### config.mk
export PLATFORM = sky130hd
export DESIGN_NAME = muldiv_hilo_ctrl
export DESIGN_NICKNAME = d
export VERILOG_FILES = /design/src/rtl/muldiv_hilo_ctrl.sv
export SDC_FILE = /design/constraint.sdc
export NUM_CORES = 1
export LEC_CHECK = 0
export ABC_AREA = 1
export BUFFER_PORTS_ARGS = -buffer_cell sky130_fd_sc_hd__buf_2
export CORE_MARGIN = 2
export CORE_UTILIZATION = 28
export DETAILED_ROUTE_END_ITERATION = 10
export GPL_ROUTABILITY_DRIVEN = 0
export PLACE_DENSITY_LB_ADDON = 0.12
export SYNTH_ARGS = -nofsm -noshare
export SYNTH_HDL_FRONTEND = slang
export SYNTH_SLANG_ARGS = --single-unit
### constraint.sdc
create_clock -name clk -period 3.9 [get_ports clk]
set_input_delay 0.975 -clock clk [delete_from_list [all_inputs] [get_ports clk]]
set_output_delay 0.975 -clock clk [all_outputs]
set_load 0.02 [all_outputs]
### src/rtl/muldiv_hilo_ctrl.sv
// Iterative multiply/divide sequencer owning the HI/LO pair. It runs one bit per
// cycle: shift-add for multiply, restoring for divide, then a sign-fix cycle.
module muldiv_hilo_ctrl #(
  parameter int DW = 32
) (
  input  logic          clk,
  input  logic          rst,
  input  logic          start,
  input  logic [2:0]    op,
  input  logic [DW-1:0] src_a,
  input  logic [DW-1:0] src_b,
  input  logic          flush,
  output logic          busy,
  output logic          done,
  output logic          div_zero,
  output logic [DW-1:0] hi,
  output logic [DW-1:0] lo
);

  localparam int CW = $clog2(DW);

  typedef enum logic [1:0] {S_IDLE, S_CALC, S_FIX} state_e;

  state_e          state_q, state_d;
  logic            done_q;
  logic            dz_flag_q;
  logic [DW-1:0]   hi_q, lo_q;

  logic [2*DW-1:0] work_q;
  logic [DW-1:0]   opb_q;
  logic [CW-1:0]   cnt_q;
  logic            is_div_q;
  logic            dz_q;
  logic            neg_lo_q;
  logic            neg_hi_q;

  logic            idle;
  logic            accept_md;
  logic            accept_mt;
  logic            op_signed;
  logic            a_neg, b_neg;
  logic [DW:0]     mul_sum;
  logic [DW:0]     div_diff;
  logic [2*DW-1:0] work_step;
  logic [DW-1:0]   res_hi, res_lo;

  function automatic logic [DW-1:0] magnitude(input logic [DW-1:0] v, input logic is_signed);
    logic signed [DW-1:0] sv;
    sv = v;
    return (is_signed && (sv < 0)) ? -v : v;
  endfunction

  function automatic logic [DW-1:0] cond_neg(input logic [DW-1:0] v, input logic neg);
    return neg ? -v : v;
  endfunction

  function automatic logic [2*DW-1:0] cond_neg_w(input logic [2*DW-1:0] v, input logic neg);
    return neg ? -v : v;
  endfunction

  assign idle      = (state_q == S_IDLE);
  // flush wins over a same-cycle start, including the single-cycle moves
  assign accept_md = idle && start && !flush && !op[2];
  assign accept_mt = idle && start && !flush && (op == 3'd4 || op == 3'd5);
  assign op_signed = !op[0];
  assign a_neg     = op_signed && src_a[DW-1];
  assign b_neg     = op_signed && src_b[DW-1];

  always_comb begin
    state_d = state_q;
    case (state_q)
      S_IDLE: if (accept_md) state_d = S_CALC;
      S_CALC: begin
        if (flush)                       state_d = S_IDLE;
        else if (cnt_q == CW'(DW - 1))   state_d = S_FIX;
      end
      S_FIX:  state_d = S_IDLE;
      default: state_d = S_IDLE;
    endcase
  end

  // work_q holds {partial, multiplier} for mul and {remainder, dividend/quotient} for div
  always_comb begin
    mul_sum  = {1'b0, work_q[2*DW-1:DW]} + {1'b0, (work_q[0] ? opb_q : {DW{1'b0}})};
    div_diff = work_q[2*DW-1:DW-1] - {1'b0, opb_q};
    if (is_div_q) begin
      if (div_diff[DW]) work_step = {work_q[2*DW-2:0], 1'b0};
      else              work_step = {div_diff[DW-1:0], work_q[DW-2:0], 1'b1};
    end else begin
      work_step = {mul_sum, work_q[DW-1:1]};
    end
  end

  always_comb begin
    {res_hi, res_lo} = cond_neg_w(work_q, neg_lo_q);
    if (is_div_q) begin
      res_lo = dz_q ? {DW{1'b1}} : cond_neg(work_q[DW-1:0], neg_lo_q);
      res_hi = cond_neg(work_q[2*DW-1:DW], neg_hi_q);
    end
  end

  always_ff @(posedge clk) begin
    if (rst) begin
      state_q   <= S_IDLE;
      done_q    <= 1'b0;
      dz_flag_q <= 1'b0;
      hi_q      <= '0;
      lo_q      <= '0;
    end else begin
      state_q <= state_d;
      done_q  <= 1'b0;
      if (accept_md || accept_mt) dz_flag_q <= 1'b0;
      if (accept_mt) begin
        if (op[0]) lo_q <= src_a;
        else       hi_q <= src_a;
      end
      if (state_q == S_FIX && !flush) begin
        done_q    <= 1'b1;
        hi_q      <= res_hi;
        lo_q      <= res_lo;
        dz_flag_q <= is_div_q && dz_q;
      end
    end
  end

  // Datapath registers: loaded on accept, so they need no reset
  always_ff @(posedge clk) begin
    if (accept_md) begin
      work_q   <= {{DW{1'b0}}, magnitude(src_a, op_signed)};
      opb_q    <= magnitude(src_b, op_signed);
      cnt_q    <= '0;
      is_div_q <= op[1];
      dz_q     <= (src_b == '0);
      neg_lo_q <= a_neg ^ b_neg;
      neg_hi_q <= a_neg;
    end else if (state_q == S_CALC) begin
      work_q <= work_step;
      cnt_q  <= cnt_q + CW'(1);
    end
  end

  assign busy     = !idle;
  assign done     = done_q;
  assign div_zero = dz_flag_q;
  assign hi       = hi_q;
  assign lo       = lo_q;

endmodule

==> run_results.csv, run 1 <==
group,metric,value,unit
logic_synthesis,synth.yosys.seq_area_share,24.8,%
worst_setup_path,arrival,3600,ps
run_status,status,"finished, final reports clean",
worst_setup_path,critPathLaunchType,"flop",
layout,nFillCells,6751,
detailed_routing,firstDrtPassIters,6,
clocking,post_cts_buffers,0,
hold_path,min-delay-start,"cnt_q[4]$_SDFFE_PP0P_",
logic_synthesis,synthCells,2852,
placed_design,placed_cell_area,18300,um^2
floorplanning,coreArea,59000,um^2
layout,fin_area,18900,um^2
floorplanning,rows,89,
clocking,cts_tree,"done",
layout,multi_input_area,10600,um^2
sta,drv_slew,0,
sta,tns,0,ps
sta,finalCriticalPeriod,3230,ps
sta,rsz0062_at_grt,"false",
sta,fin_skew,16.3,ps
clocking,postCtsResizedCells,0,
job,maxCapViolCount,0,
sta,max_freq,0.310,GHz
sta,relSlewSlack,39.4,%
logic_synthesis,synth_top_area_share,19.8,%
global_routing,grt_max_degree,118,
placed_design,dp_hpwl,61.0,mm
placed_design,io_buffer_count,137,
logic_synthesis,synth_top_flop_cell,"dfxtp_1",
clocking,cts_buffers,17,
detailed_routing,postRouteAntennaNets,0,
sta,hold-worst-slack,479,ps
logic_synthesis,synth-async-reset-ratio,0,%
layout,nets,3099,
logic_synthesis,avgSynthCellArea,5.86,um^2
worst_setup_path,worstPathMaxFanout,18,
detailed_routing,wirelength,75.4,mm
layout,fin_util,32.0,%
logic_synthesis,synth_cell_types,52,
worst_setup_path,timing.rr.start,"work_q[32]$_SDFFE_PP0P_",
worst_setup_path,crit_start,"work_q[32]$_SDFFE_PP0P_",
logic_synthesis,yosys.area_share.simple,37.5,%
logic_synthesis,synth_compound_area_share,15.9,%
floorplanning,fp.dieH,248,um
hold_path,worstHoldPathType,"flop to flop",
power_and_ir_drop,power_density,369,nW/um^2
detailed_routing,vias_per_cell,5.05,
clocking,clock_latency,500,ps
logic_synthesis,syn_area,16700,um^2
logic_synthesis,synth-xor-area-share,4.09,%
layout,area_delta_synth_final,13.1,%
worst_setup_path,required,4270,ps
clocking,cts_buffer_depth,2,
power_and_ir_drop,power_leakage,9.61,nW
layout,final_common_cell,"nand2_1",
logic_synthesis,ys_ff_latch,173,
sta,setup_violations,0,
global_routing,grt_pass1_wl,111,mm
clocking,cts_sinks,173,
layout,seqCellArea,4140,um^2
clocking,clockRootBuffer,"clkbuf_16",
floorplanning,start_util,28.3,%
logic_synthesis,synth_area_leaders,"nand2_1 (20%), dfxtp_1 (13%), edfxtp_1 (12%)",
floorplanning,dieWidth,248,um
logic_synthesis,syn_nets,2995,
sta,max_slew.worst_pin.slew,908,ps
logic_synthesis,yosysWarnings,0,
logic_synthesis,synth_mux_area_share,0,%
power_and_ir_drop,peakVddDrop,334,uV
clocking,cts.clk_slew.worst_paths,70,ps
logic_synthesis,synth_edf_count,68,
worst_setup_path,endpoint_kind,"flop",
layout,stdcell_count,3743,
sta,fin_crit_sh,82.7,%
detailed_routing,drc,0,
floorplanning,io_pins,138,
detailed_routing,wl_per_cell,20.2,um
sta,hold_viol,0,
logic_synthesis,synth_top_area_cell,"nand2_1",
clocking,cts_htree_levels,4,
detailed_routing,drt_iter0_drc,1454,
global_routing,grt_pass1_vias,17750,
logic_synthesis,synthAdderAreaFrac,5.48,%
placed_design,dp.cells,3710,
layout,final_cell_mix,"nand2_1 (880), inv_1 (427), nand3_1 (253)",
logic_synthesis,synth_top_family_by_area,"simple AND/OR/NAND/NOR gates",
global_routing,grt_overflow,0,
floorplanning,die_area,61600,um^2
clocking,cts_hold_buf,0,
global_routing,grt_use_total,24.3,%
detailed_routing,vias,18892,
global_routing,antenna_found_initial,0,
worst_setup_path,worstSetupPathType,"flop to flop",
layout,drive_gt1_share,9.30,%
## cells by family after synthesis
kind of cell             after synthesis
AO/OA/AOI/OAI                        497
buffers and inverters                531
flip-flops                           173
XOR/XNOR                              78
adder cells (fa/ha/maj)               72
AND/OR/NAND/NOR                     1501
## flip-flops by register name, summed over array words and instances, names as in the netlist
| register | flops |
|---|---|
| done | 1 |
| is_div_q | 1 |
| cnt_q | 5 |
| neg_lo_q | 1 |
| neg_hi_q | 1 |
| work_q | 64 |
| dz_q | 1 |
| state_q | 2 |
| div_zero | 1 |
| hi | 32 |
| opb_q | 32 |
| lo | 32 |
## worst paths after layout
check | end | cells after the start | slack, ps
worst min register to register | cnt_q[4]$_SDFFE_PP0P_ | 2 | 480
worst min-delay path | cnt_q[4]$_SDFFE_PP0P_ | 2 | 480
worst max-delay path | work_q[36]$_SDFFE_PP0P_ | 16 | 670
worst max register to register | work_q[36]$_SDFFE_PP0P_ | 16 | 670
## critical path, stage by stage (launching register included)
cell	delay (ps)
dfxtp_1	500
inv_1	240
fa_1	450
inv_1	90
nand2_1	70
nand2_1	80
nand3_1	80
nand2_2	150
nand2_2	70
nand2_2	110
nand2_4	70
nand3_1	100
nand2_2	310
nor2_1	490
nand2_1	120
nand3b_1	100
o21ai_1	60
## report_power, final
group          leakage [nW]  switching (mW)  total, mW  internal [mW]
registers              1.49           0.206       2.22           2.02
logic                  7.84            2.10       3.01          0.908
clock network         0.277           0.882       1.75          0.868
total                  9.61            3.19       6.98           3.79
## cells in the mapped netlist (3+ instances only)
library cell / number
clkbuf_1: 66
nand3_1: 254
nor3_1: 27
o21bai_1: 5
xor2_1: 57
or2_2: 7
nand4_1: 28
inv_1: 427
edfxtp_1: 68
nor2_2: 5
a31oi_1: 22
nor2_1: 247
o21ai_1: 19
o31ai_1: 9
buf_6: 3
dfxtp_1: 105
xnor2_1: 21
a21oi_1: 174
nor3_2: 3
buf_2: 10
buf_1: 10
nand3b_1: 8
and2_1: 3
a21oi_2: 10
nand2_2: 18
nand2_1: 881
nand3_2: 3
inv_2: 12
a21o_1: 4
ha_1: 70
o21ai_0: 235
o211ai_1: 9
nor4_1: 7
## metal layers
metal	track usage [%]	wire, um
met4	8.74	2420
met2	40.5	35100
met3	3.09	4150
met1	31.9	33800
met5	0	0
## per-stage QoR
stage / total power, mW / worst slack (ps)
3_3_place_gp: 5.21 / 660
2_1_floorplan: 4.13 / 879
3_5_place_dp: 5.21 / 629
5_1_grt: 7.40 / 338
4_1_cts: 6.98 / 627
6_report: 6.98 / 673
## cell type report
class / instances / share of cell area [%]
well taps: 773 / 5.12
repair buffers: 176 / 5.38
flip-flops and latches: 173 / 21.9
clock buffers: 20 / 2.42
multi-input cells: 2148 / 55.9
diodes: 1 / 0.0132
clock inverters: 12 / 0.530
inverters: 440 / 8.74
(Power assumes the default switching activity.)
==> run 2: changes to the inputs <==
Settings changed: ABC_AREA 1 to 0.
Clock period 3.9 ns to 2.63 ns, I/O delays scaled along.
==> run_results.csv, run 2 <==
group,metric,value,unit
worst_setup_path,required,3030,ps
clocking,cts_tree,"done",
hold_path,worstHoldPathType,"primary input to flop",
placed_design,dp_slack,-661,ps
global_routing,antenna_found_initial,2,
floorplanning,start_util,28.3,%
power_and_ir_drop,power_leakage,9.06,nW
sta,fin_crit_sh,124,%
global_routing,grt_use_total,22.8,%
layout,top_register,"work_q",
sta,max_slew.worst_pin.slew,678,ps
worst_setup_path,worstSetupPathType,"flop to flop",
logic_synthesis,yosysWarnings,0,
detailed_routing,wirelength,59.8,mm
sta,setup_violations,68,
logic_synthesis,synth_top_area_cell,"dfxtp_1",
detailed_routing,wl_per_cell,20.4,um
floorplanning,die_area,52100,um^2
job,maxCapViolCount,0,
clocking,cts_buffers,17,
layout,nets,2383,
sta,worst_slack,-631,ps
global_routing,grt_overflow,0,
logic_synthesis,synth_edf_count,68,
detailed_routing,drc,0,
layout,fin_area,20700,um^2
sta,max_freq,0.307,GHz
worst_setup_path,crit_buf_inv,3,
floorplanning,io_pins,138,
sta,relSlewSlack,54.3,%
placed_design,dp.cells,2854,
placed_design,io_buffer_count,137,
worst_setup_path,crit_family,"compound AO/OA/AOI/OAI gates",
clocking,clock_latency,510,ps
clocking,cts_sinks,173,
layout,stdcell_count,2926,
logic_synthesis,synth-async-reset-ratio,0,%
clocking,cts_hold_buf,0,
run_status,failed_checks,"negative setup slack",
sta,hold_viol,0,
worst_setup_path,critPathLaunchType,"flop",
sta,fin_skew,11.5,ps
run_status,status,"finished with violations",
layout,final_cell_mix,"buf_4 (402), nor2_1 (151), buf_2 (137)",
logic_synthesis,synth_area_leaders,"dfxtp_1 (15%), edfxtp_1 (14%), ha_1 (6.2%)",
clocking,clockRootBuffer,"clkbuf_16",
logic_synthesis,synth_top_area_share,14.9,%
floorplanning,fp.dieH,228,um
logic_synthesis,synthCells,1736,
sta,drv_slew,0,
layout,largest_reg_flops,64,
logic_synthesis,avgSynthCellArea,8.11,um^2
clocking,cts_htree_levels,4,
worst_setup_path,crit_chain,"ha_4, fa_2, nand2b_4, a21oi_4, o211ai_1, o21a_2, o31a_1, o211ai_1, buf_4, buf_12, buf_12, mux2i_1, a21oi_1, a31o_2",
logic_synthesis,synthTopCellsByCount,"nor2_1 (169), nand2_1 (136), a21oi_1 (129), o21ai_0 (114), dfxtp_1 (105)",
worst_setup_path,worstPathMaxFanout,7,
detailed_routing,vias,15139,
layout,drive_gt1_share,36.4,%
sta,rsz0062_at_grt,"true",
global_routing,grt_pass1_wl,90.5,mm
global_routing,grt_pass1_vias,15065,
clocking,cts.clk_slew.worst_paths,70,ps
floorplanning,dieWidth,228,um
logic_synthesis,syn_nets,1879,
detailed_routing,vias_per_cell,5.17,
logic_synthesis,synth.yosys.seq_area_share,29.4,%
logic_synthesis,syn_area,14100,um^2
worst_setup_path,crit_path_top_delay_cell,"edfxtp_1",
layout,final_common_cell,"buf_4",
logic_synthesis,ys_ff_latch,173,
worst_setup_path,arrival,3660,ps
placed_design,placed_cell_area,18700,um^2
power_and_ir_drop,peakVddDrop,478,uV
logic_synthesis,synth_cell_types,81,
worst_setup_path,endpoint_kind,"flop",
placed_design,dp_hpwl,47.0,mm
worst_setup_path,crit_path_max_incr_delay,440,ps
detailed_routing,postRouteAntennaNets,0,
layout,nFillCells,5157,
clocking,cts_buffer_depth,2,
floorplanning,coreArea,49900,um^2
sta,tns,-22670,ps
logic_synthesis,yosysMostFrequentCell,"nor2_1",
logic_synthesis,synth_top_flop_cell,"dfxtp_1",
sta,finalCriticalPeriod,3260,ps
power_and_ir_drop,power_density,569,nW/um^2
detailed_routing,drt_iter0_drc,912,
detailed_routing,firstDrtPassIters,4,
layout,area_delta_synth_final,46.8,%
global_routing,grt_max_degree,65,
floorplanning,rows,82,
==> run 2: cell count changes in the layout (fill, tap and decap cells not counted), sizes merged, moves of 29 or more <==
cell	before	now
buf	176	589
xnor2	21	94
nand3	257	33
nor2	253	169
mux2i	0	69
a211oi	0	29
a221oi	0	29
o21ai	257	118
inv	445	80
a21oi	184	129
nand2	900	137
a21o	4	41
==> run 2: through the flow <==
stage | utilization, % | hold WS (ps) | total power, mW
floorplan | - | 440 | 6.21
CTS | 40.3 | 327 | 11.6
detailed placement | 37.4 | 446 | 8.65
global route | 41.5 | 347 | 12.5
finish | 41.5 | 371 | 11.8
global placement | 37.4 | 442 | 8.64
==> run 2: cell families (layout without fill, tap and decap cells) <==
group           Yosys count  count (layout)  share of synthesized area, %
simple gates            540             540                          18.8
other cells               0               1                             0
xor+xnor                170             170                          10.6
buf+inv                 178             695                          4.83
fa+ha+maj                72              72                          6.50
mux                      75              75                          5.38
compound gates          528             528                          24.5
flops                   173             173                          29.4
==> run 2: path summary, 6_finish.rpt <==
check / startpoint / depth (start not counted) / slack, ps / endpoint
setup / recovery: opb_q[0]$_DFFE_PP_ / 14 / -630 / work_q[34]$_SDFFE_PP0P_
hold / removal: op[1] / 1 / 370 / is_div_q$_DFFE_PP_
setup reg to reg: opb_q[0]$_DFFE_PP_ / 14 / -630 / work_q[34]$_SDFFE_PP0P_
hold reg to reg: lo[4]$_SDFFE_PP0P_ / 2 / 460 / lo[4]$_SDFFE_PP0P_
==> run 2: cell type report <==
| cell class | instances | area [um^2] | area share (%) |
|---|---|---|---|
| multi-input cells | 1385 | 10400 | 50.4 |
| flip-flops and latches | 173 | 4150 | 20.1 |
| repair buffers | 589 | 4430 | 21.4 |
| well taps | 672 | 841 | 4.07 |
| clock buffers | 20 | 458 | 2.21 |
| diodes | 1 | 2.50 | 0.0121 |
| inverters | 74 | 287 | 1.39 |
| clock inverters | 12 | 85.1 | 0.411 |
==> run 2: report_power, final <==
| part | leakage [nW] | total, mW | internal, mW | switching, mW |
|---|---|---|---|---|
| Clock | 0.277 | 2.55 | 1.27 | 1.28 |
| Combinational | 7.29 | 6.00 | 2.87 | 3.13 |
| Sequential | 1.49 | 3.22 | 3.01 | 0.215 |
==> run 2: what timing repair did <==
item | CTS | global route
gates resized for setup | 143 | 98
buffers inserted | 23 | 21
pin swaps | 97 | 94
setup endpoints to repair | 71 | 86
cloned | 1 | 0
==> run 2: layer usage <==
layer	global-route usage (%)	share of wire (%)
met3	3.75	4.0
met1	28.9	45
met5	0	0
met4	8.99	3.6
met2	38.6	48
==> run 2: worst reg2reg max path: cells and delay by family (launching register included) <==
kind | cells | cell delay (ps)
AOI/OAI and AO/OA | 7 | 1370
adders and majority gates | 2 | 560
buffers and inverters | 3 | 470
DFF | 1 | 440
muxes | 1 | 170
and+or+nand+nor | 1 | 160
==> run 3: changes to the inputs <==
Settings changed: CTS_CLUSTER_SIZE from default to 10, PLACE_DENSITY from default to 0.43, PLACE_DENSITY_LB_ADDON 0.12 to default.
==> run_results.csv, run 3 (synthesis gave the netlist of run 2 again) <==
group,metric,value,unit
layout,top_register,"work_q",
worst_setup_path,rr_endpoint,"work_q[37]$_SDFFE_PP0P_",
layout,nets,2374,
power_and_ir_drop,clkPwrFrac,22.4,%
layout,nFillCells,5131,
layout,final_common_cell,"buf_4",
sta,fin_crit_sh,125,%
clocking,cts_buffers,17,
worst_setup_path,worstSetupPathType,"flop to flop",
detailed_routing,firstDrtPassIters,5,
placed_design,io_buffer_count,137,
worst_setup_path,critPathLaunchType,"flop",
worst_setup_path,endpoint_kind,"flop",
run_status,status,"finished with violations",
clocking,cts.clk_slew.worst_paths,80,ps
clocking,cts_htree_levels,4,
clocking,cts_sinks,173,
floorplanning,rows,82,
placed_design,placed_cell_area,18700,um^2
layout,fin_area,20700,um^2
sta,setup_violations,64,
global_routing,antenna_found_initial,5,
sta,relSlewSlack,38.4,%
layout,drive_gt1_share,36.2,%
worst_setup_path,cp.depth,14,
floorplanning,io_pins,138,
power_and_ir_drop,power_switching,4.70,mW
power_and_ir_drop,p_int,7.36,mW
clocking,clock_latency,500,ps
layout,final_cell_mix,"buf_4 (390), nor2_1 (156), buf_2 (137)",
run_status,failed_checks,"negative setup slack",
worst_setup_path,worstPathMaxFanout,5,
sta,rsz0062_at_grt,"true",
detailed_routing,drc,0,
global_routing,grt_pass1_vias,15123,
worst_setup_path,arrival,3690,ps
worst_setup_path,crit_path_max_incr_delay,440,ps
floorplanning,coreArea,49900,um^2
worst_setup_path,rrSetupSlack,-660,ps
floorplanning,die_area,52100,um^2
layout,area_delta_synth_final,47.0,%
global_routing,grt_overflow,0,
sta,hold_viol,0,
clocking,cts_tree,"done",
layout,largest_reg_flops,64,
clocking,cts_buffer_depth,2,
floorplanning,dieWidth,228,um
floorplanning,fp.dieH,228,um
detailed_routing,wl_per_cell,20.5,um
worst_setup_path,timing.rr.start,"opb_q[0]$_DFFE_PP_",
sta,hold-worst-slack,357,ps
sta,drv_slew,0,
detailed_routing,drt_iter0_drc,893,
global_routing,grt_pass1_wl,91.0,mm
power_and_ir_drop,p_sw_share,39.0,%
placed_design,dp_hpwl,46.8,mm
worst_setup_path,cpMostUsedCell,"o211ai_1",
power_and_ir_drop,power_density,583,nW/um^2
worst_setup_path,crit_chain,"ha_4, fa_2, nand2b_4, a21oi_4, o211ai_1, o21a_2, o31a_1, o211ai_1, buf_4, buf_16, buf_6, mux2_4, a21oi_2, nor2_1",
worst_setup_path,required,3030,ps
worst_setup_path,crit_path_top_delay_cell,"edfxtp_1",
sta,max_slew.worst_pin.slew,920,ps
detailed_routing,vias,15275,
global_routing,grt_max_degree,65,
job,maxCapViolCount,0,
hold_path,worstHoldPathType,"primary input to flop",
detailed_routing,vias_per_cell,5.23,
power_and_ir_drop,power_leakage,9.06,nW
worst_setup_path,r2r_cells,14,
worst_setup_path,crit_family,"compound AO/OA/AOI/OAI gates",
worst_setup_path,crit_buf_inv,3,
floorplanning,start_util,28.3,%
detailed_routing,postRouteAntennaNets,0,
sta,fin_skew,14.1,ps
power_and_ir_drop,comb_power_share,50.9,%
sta,worst_slack,-663,ps
global_routing,grt_use_total,22.8,%
sta,max_freq,0.304,GHz
worst_setup_path,crit_start,"opb_q[0]$_DFFE_PP_",
power_and_ir_drop,peakVddDrop,523,uV
worst_setup_path,crit_end,"work_q[37]$_SDFFE_PP0P_",
clocking,clockRootBuffer,"clkbuf_16",
detailed_routing,wirelength,59.8,mm
power_and_ir_drop,seq_power_share,26.7,%
sta,finalCriticalPeriod,3290,ps
==> run 3: cell count changes in the layout (fill, tap and decap cells not counted), moves of 3 or more <==
cell	before	now
nor2_2	11	7
a21oi_2	21	16
a21oi_1	105	111
inv_8	0	3
o21ai_4	1	4
clkbuf_16	18	21
nor2_1	151	156
buf_4	402	390
==> run 3: final cells by class <==
type,count,area (um^2),area share [%]
repair inverters,1,7.51,0.0363
inverters,74,289,1.40
multi-input cells,1385,10400,50.4
clock inverters,11,93.8,0.453
diodes,2,5.00,0.0242
flip-flops and latches,173,4150,20.0
well taps,672,841,4.06
clock buffers,21,504,2.44
repair buffers,579,4370,21.1
==> run 3: worst min path at each step <==
| stage | from | endpoint | slack, ps | cells past startpoint |
|---|---|---|---|---|
| 3_5_place_dp | lo[4]$_SDFFE_PP0P_ | lo[4]$_SDFFE_PP0P_ | 450 | 2 |
| 3_3_place_gp | lo[4]$_SDFFE_PP0P_ | lo[4]$_SDFFE_PP0P_ | 440 | 2 |
| 5_1_grt | op[1] | is_div_q$_DFFE_PP_ | 340 | 1 |
| 4_1_cts | op[1] | is_div_q$_DFFE_PP_ | 330 | 1 |
| 2_1_floorplan | cnt_q[4]$_SDFFE_PP0P_ | cnt_q[4]$_SDFFE_PP0P_ | 440 | 2 |
| 6_report | op[1] | is_div_q$_DFFE_PP_ | 360 | 1 |
==> run 3: power groups by stage <==
stage	logic [mW]	clock network, mW	registers (mW)
after detailed placement	5.38	0	3.27
final	6.14	2.71	3.22
after global routing	6.64	2.86	3.24
after global placement	5.36	0	3.27
after floorplan	2.90	0	3.31
after CTS	5.75	2.77	3.21
==> run 3: repair_timing <==
item / CTS / global route
hold buffers: 0 / 0
setup endpoints to repair: 73 / 87
buffers inserted: 21 / 19
gates resized for setup: 109 / 135
pin swaps: 86 / 95
gates cloned: 2 / 2
endpoints found under the hold margin: 0 / 0
==> run 3: per-stage QoR <==
stage	cells	power, mW	utilization (%)	TNS (ps)	setup slack (ps)
2_1_floorplan	1736	6.21	-	-11350	-444
3_3_place_gp	2853	8.63	37.4	-28970	-658
3_5_place_dp	2853	8.65	37.4	-31860	-724
4_1_cts	2903	11.7	40.0	-23120	-673
5_1_grt	2918	12.7	41.5	-34880	-813
6_report	2918	12.1	41.5	-25290	-663
==> run 3: routing by layer <==
metal / global-route usage [%] / vias to the layer above / wire [um]
met5: 0 / - / 0
met4: 9.62 / 0 / 2080
met3: 4.02 / 87 / 2990
met2: 37.9 / 458 / 28200
met1: 29.2 / 7329 / 26500
li1: - / 7401 / -
==> run 3: worst reg2reg max path, cell delays in order, from the launching register on <==
cell      delay, ps
edfxtp_1        440
ha_4            200
fa_2            390
nand2b_4        160
a21oi_4         160
o211ai_1        170
o21a_2          300
o31a_1          280
o211ai_1        170
buf_4           210
buf_16          150
buf_6           100
mux2_4          290
a21oi_2         130
nor2_1           50
